[src/rtl/sim_monitor_pkg.sv]
`default_nettype none
// +--------------------------------------------------------------------------+
// | sim_monitor_pkg                                                          |
// | Shared FSM encodings and stop-reason codes for the simulation monitor.   |
// | Revision: 1.0                                                            |
// +--------------------------------------------------------------------------+
package sim_monitor_pkg;

    typedef enum logic [1:0] {
        ST_RUN     = 2'd0,
        ST_STOP    = 2'd1,
        ST_TIMEOUT = 2'd2
    } mon_state_e;

    localparam logic [1:0] RSN_NONE    = 2'b00;
    localparam logic [1:0] RSN_IDLE    = 2'b01;
    localparam logic [1:0] RSN_TIMEOUT = 2'b10;

    function automatic logic [1:0] state_reason(input mon_state_e s);
        logic [1:0] r;
        r = RSN_NONE;
        case (s)
            ST_STOP:    r = RSN_IDLE;
            ST_TIMEOUT: r = RSN_TIMEOUT;
            default:    r = RSN_NONE;
        endcase
        return r;
    endfunction

endpackage
`default_nettype wire

[src/rtl/sim_sat_counter.sv]
`default_nettype none
// +--------------------------------------------------------------------------+
// | sim_sat_counter                                                          |
// | Up-counter that holds at MAX; clr has priority over en.                  |
// | Revision: 1.0                                                            |
// +--------------------------------------------------------------------------+
module sim_sat_counter #(
    parameter int unsigned    W   = 8,
    parameter logic [W-1:0]   MAX = '1
) (
    input  logic         clk,
    input  logic         resetn,
    input  logic         en_i,
    input  logic         clr_i,
    output logic [W-1:0] count_o
);

    logic [W-1:0] count_q;
    logic [W-1:0] count_d;

    always_comb begin
        count_d = count_q;
        if (clr_i) begin
            count_d = '0;
        end else if (en_i && (count_q != MAX)) begin
            count_d = count_q + 1'b1;
        end
    end

    always_ff @(posedge clk) begin
        if (!resetn) begin
            count_q <= '0;
        end else begin
            count_q <= count_d;
        end
    end

    assign count_o = count_q;

endmodule
`default_nettype wire

[src/rtl/sim_stop_monitor.sv]
`default_nettype none
// +--------------------------------------------------------------------------+
// | sim_stop_monitor                                                         |
// | Declares the simulated machine halted after a sustained idle stop state, |
// | or after a run-time watchdog expires.                                    |
// | Revision: 1.0                                                            |
// +--------------------------------------------------------------------------+
module sim_stop_monitor
    import sim_monitor_pkg::*;
#(
    parameter int unsigned STATE_W        = 3,
    parameter int unsigned STOP_STATE     = 0,
    parameter int unsigned N_ACT          = 2,
    parameter int unsigned CNT_W          = 8,
    parameter int unsigned IDLE_CYCLES    = 255,
    parameter int unsigned TMO_W          = 32,
    parameter int unsigned TIMEOUT_CYCLES = 0,
    parameter bit          STICKY         = 1'b1
) (
    input  logic               clk,
    input  logic               resetn,
    input  logic [STATE_W-1:0] pu_state,
    input  logic [N_ACT-1:0]   act,
    input  logic               clear,
    output logic               machine_is_stop,
    output logic [1:0]         stop_reason,
    output logic [CNT_W-1:0]   idle_count,
    output logic [TMO_W-1:0]   run_cycles
);

    localparam logic [CNT_W-1:0]   IDLE_MAX = CNT_W'(IDLE_CYCLES);
    localparam logic [TMO_W-1:0]   TMO_LAST = TMO_W'(TIMEOUT_CYCLES - 1);
    localparam logic [TMO_W-1:0]   RUN_MAX  = '1;
    localparam logic [STATE_W-1:0] STOP_ENC = STATE_W'(STOP_STATE);
    localparam bit                 TMO_EN   = (TIMEOUT_CYCLES != 0);

    if ((IDLE_CYCLES < 1) || (64'(IDLE_CYCLES) > ((64'd1 << CNT_W) - 64'd1))) begin : g_bad_idle
        $error("sim_stop_monitor: IDLE_CYCLES out of range for CNT_W");
    end
    if (N_ACT < 1) begin : g_bad_nact
        $error("sim_stop_monitor: N_ACT must be at least 1");
    end

    mon_state_e state_q;
    mon_state_e state_d;
    logic       idle_ok;
    logic       tmo_hit;
    logic       in_run;

    assign in_run = (state_q == ST_RUN);

    // Idle count is independent of the FSM so a non-sticky drop keeps its value.
    sim_sat_counter #(
        .W   (CNT_W),
        .MAX (IDLE_MAX)
    ) u_idle_cnt (
        .clk     (clk),
        .resetn  (resetn),
        .en_i    (1'b1),
        .clr_i   (clear || (pu_state != STOP_ENC)),
        .count_o (idle_count)
    );

    sim_sat_counter #(
        .W   (TMO_W),
        .MAX (RUN_MAX)
    ) u_run_cnt (
        .clk     (clk),
        .resetn  (resetn),
        .en_i    (in_run),
        .clr_i   (clear),
        .count_o (run_cycles)
    );

    assign idle_ok = (idle_count == IDLE_MAX) && (act == {N_ACT{1'b0}});
    assign tmo_hit = TMO_EN && (run_cycles == TMO_LAST) && in_run;

    always_comb begin
        state_d = state_q;
        if (clear) begin
            state_d = ST_RUN;
        end else begin
            case (state_q)
                ST_RUN: begin
                    if (idle_ok) begin
                        state_d = ST_STOP;
                    end else if (tmo_hit) begin
                        state_d = ST_TIMEOUT;
                    end
                end
                ST_STOP: begin
                    if (!STICKY && !idle_ok) begin
                        state_d = ST_RUN;
                    end
                end
                ST_TIMEOUT: state_d = ST_TIMEOUT;
                default:    state_d = ST_RUN;
            endcase
        end
    end

    always_ff @(posedge clk) begin
        if (!resetn) begin
            state_q <= ST_RUN;
        end else begin
            state_q <= state_d;
        end
    end

    assign machine_is_stop = !in_run;
    assign stop_reason     = state_reason(state_q);

endmodule
`default_nettype wire

[config.mk]
export PLATFORM = sky130hd
export DESIGN_NAME = sim_stop_monitor
export DESIGN_NICKNAME = d
export VERILOG_FILES = /design/src/rtl/sim_monitor_pkg.sv /design/src/rtl/sim_sat_counter.sv /design/src/rtl/sim_stop_monitor.sv
export SDC_FILE = /design/constraint.sdc
export NUM_CORES = 1
export LEC_CHECK = 0
export ABC_AREA = 1
export BUFFER_PORTS_ARGS = -buffer_cell sky130_fd_sc_hd__buf_4
export CORE_MARGIN = 3
export CORE_UTILIZATION = 55
export CTS_BUF_LIST = sky130_fd_sc_hd__clkbuf_4 sky130_fd_sc_hd__clkbuf_8
export CTS_CLUSTER_DIAMETER = 50
export DETAILED_ROUTE_END_ITERATION = 12
export GPL_TIMING_DRIVEN = 0
export PLACE_DENSITY = 0.8
export SLEW_MARGIN = 10
export SYNTH_ARGS = -nofsm -noshare
export SYNTH_HDL_FRONTEND = slang
export SYNTH_SLANG_ARGS = --single-unit
[constraint.sdc]
create_clock -name clk -period 2.16 [get_ports clk]
set_input_delay 0 -clock clk [delete_from_list [all_inputs] [get_ports clk]]
set_output_delay 0 -clock clk [all_outputs]
set_load 0.02 [all_outputs]
==> metrics.txt <==
status=finished, final reports clean; critical path type=register to register; switching power=approximately 0.00031 W; most frequent cells in the layout=nand2_1 (115), nor2_1 (86), buf_4 (51), inv_1 (50), dfxtp_1 (42); Cell variety after synth=25; final worst-path cycle share=86.82%; IO Count=51; first-pass GRT wire length=11410 um; Worst EP arrival=2120 ps; compound-cell area share of the yosys netlist=5.595%; Max FO, Critical Path=5; largest family of logic cells by synthesized area=simple AND/OR/NAND/NOR gates; Max Slew Vio Count=0; post-synthesis simple-gate area fraction=46.62%; vias after detailed routing=approximately 2800; hold buffer count at cts=4; RSZ-0062 raised after global routing=no; CTS Root Cell=clkbuf_8; Post-Synthesis Cells=408; Post-Place Setup Slack=355.4 ps; row count=23; Non-Filler Instances=520; Seq pwr share=between 50% and 60%; Pre-Repair DR Iteration Count=5; Die Y=between 70 and 80 um; Routed Antenna Nets=0; Crit. End Element=register; clock sink count=42; CP Data Required Time=2400 ps; Cells after DPL=508; synthesized area per cell=6.084 um2; Core Area=about 4200 um2; Hold Violations, Final=0; # setup viols final=0; antenna violations before repair=0; Worst setup SP type=register; GRT overflow=0; Lkg Pwr=~1.3 nW; MaxCap Viol Count=0; Hold WC Path Type=input pin to register; Final min period=1875 ps; drt first-iter violations=between 200 and 300; Ant. Diodes=0; Area Overhead vs Synth=23.69%; Starting Density=just under 60%; mux contribution to synthesized area=0%; HPWL Detailed=5246 um; hold_ws=148.7 ps; Comb pwr share=approximately 3.6%; Rel. slew slack=about three fifths; drt total wl=7055 um; detailed-route DRC error count=0; P_int=between 0.001 and 0.0015 W; TritonCTS clock tree=done; layout cells sized above 1=17.66%; setup bufs post-CTS=0; fill count=371; adder-cell share of the synthesized area=1.008%; post-cts resize count=0; Cell Area, Synth=between 2000 and 2500 um2; slew at the pin with the worst max-slew slack=583.5 ps; Synth Area in XOR/XNOR=2.117%; Pwr Density=around 470 nW/um2; Reg clk slew, reported paths=80 ps; maximum VDD drop=0.3595 mV; setup ws final=about 280 ps; largest net degree at the start of global routing=13; # H-tree levels=2; IO Port Bufs=50; Seq cells post-synth=between 40 and 50; Fin Setup TNS=0 ps; maximum clock insertion buffer count=2; vias in the first global route=2481; TritonCTS Buffers=5; Routed WL per cell=between 10 and 15 um; syn nets=418; vias per cell=5.437; gr usage total=27.52%; Skew-Pair Late Insertion Delay=300 ps; clock network fraction of total power=about 42%; total power=0.001436 W; Nets=479; Switching Fraction=21.77%; fmax=0.5333 GHz; sequential share of the synthesized area=approximately a third; Die X=73.18 um; Synthesis Warnings=0; GPL Wtd Cong=1.005; Clock Skew=5.370 ps; Die ar.=5355 um2; most common cell after layout, fill and taps aside=nand2_1
[final cells by class]
cell class,instances,area [um2],area share (%)
Multi-Input combinational cell,305,1374,44.74
Sequential cell,42,840.8,27.38
Timing Repair Buffer,54,415.4,13.53
Inverter,52,195.2,6.357
Clock buffer,8,110.1,3.586
Buffer,9,72.57,2.363
Tap cell,50,62.56,2.037
[flip-flops by register name, summed over array words and instances (netlist names)]
name / flops
state_q: 2
u_idle_cnt.count_o: 8
u_run_cnt.count_o: 32
[logic make-up (layout without fill, tap and decap cells)]
group | Yosys count | count (layout)
flops | 42 | 42
simple gates | 271 | 271
compound gates | 26 | 26
xor+xnor | 6 | 6
fa+ha+maj | 2 | 2
buf+inv | 61 | 123
[worst paths after layout]
path / start / end / slack, ps / cells after the start
setup / recovery: u_run_cnt.count_o[0]$_SDFFE_PP0P_ / u_run_cnt.count_o[26]$_SDFFE_PP0P_ / 280 / 9
hold reg to reg: state_q[0]$_SDFFE_PP0P_ / state_q[1]$_SDFFE_PP0P_ / 450 / 1
setup reg to reg: u_run_cnt.count_o[0]$_SDFFE_PP0P_ / u_run_cnt.count_o[26]$_SDFFE_PP0P_ / 280 / 9
hold / removal: clear / u_run_cnt.count_o[1]$_SDFFE_PP0P_ / 150 / 4
[worst max-delay path: stages (launching register included)]
cell     delay (ps)
dfxtp_1         410
ha_1            230
nand2_2          90
nor2_4          170
nand3_1         200
nor2_1          310
nand3_1         180
nand2_1          90
nand2_1          50
nor2_1           80
[through the flow]
stage | utilization, % | instance area, um2
finish | 73.58 | 3070
global route | 73.58 | 3070
CTS | 73.58 | 3070
detailed placement | 69.99 | 2920
global placement | 69.99 | 2920
floorplan | - | 2482
[power by group through the flow]
stage | sequential (W) | clock (W) | combinational [W]
after floorplan | 0.000799 | 0 | 0.0000232
after global placement | 0.000797 | 0 | 0.0000449
after detailed placement | 0.000797 | 0 | 0.0000459
after CTS | 0.000778 | 0.000609 | 0.0000513
after global routing | 0.000779 | 0.000646 | 0.0000571
final | 0.000778 | 0.000606 | 0.0000517
[synthesized netlist by cell type, drive strengths merged]
| cell | count | area share, % |
|---|---|---|
| dfxtp | 42 | 34 |
| clkinv | 1 | 0.15 |
| buf | 9 | 2.9 |
| o21ai | 6 | 1.2 |
| nand2 | 122 | 19 |
| ha | 2 | 1.0 |
| nor3 | 5 | 1.0 |
| nor2 | 92 | 15 |
| a21oi | 14 | 2.8 |
| and2 | 1 | 0.25 |
| xnor2 | 1 | 0.35 |
| nand3b | 1 | 0.30 |
| nand4 | 12 | 3.0 |
| xor2 | 5 | 1.8 |
| o21a | 1 | 0.30 |
| nand3 | 36 | 7.3 |
| a31oi | 5 | 1.3 |
| inv | 51 | 7.7 |
| or2 | 2 | 0.50 |
[routing by layer]
layer | GRT usage (%) | vias up | wire length (um)
met5 | 0 | - | 0
met4 | 8.607 | 0 | 129
met3 | 4.959 | 13 | 443
met2 | 45.88 | 92 | 3337
met1 | 35.80 | 1325 | 3145
li1 | - | 1397 | -
Power figures use the tool's default switching activity.
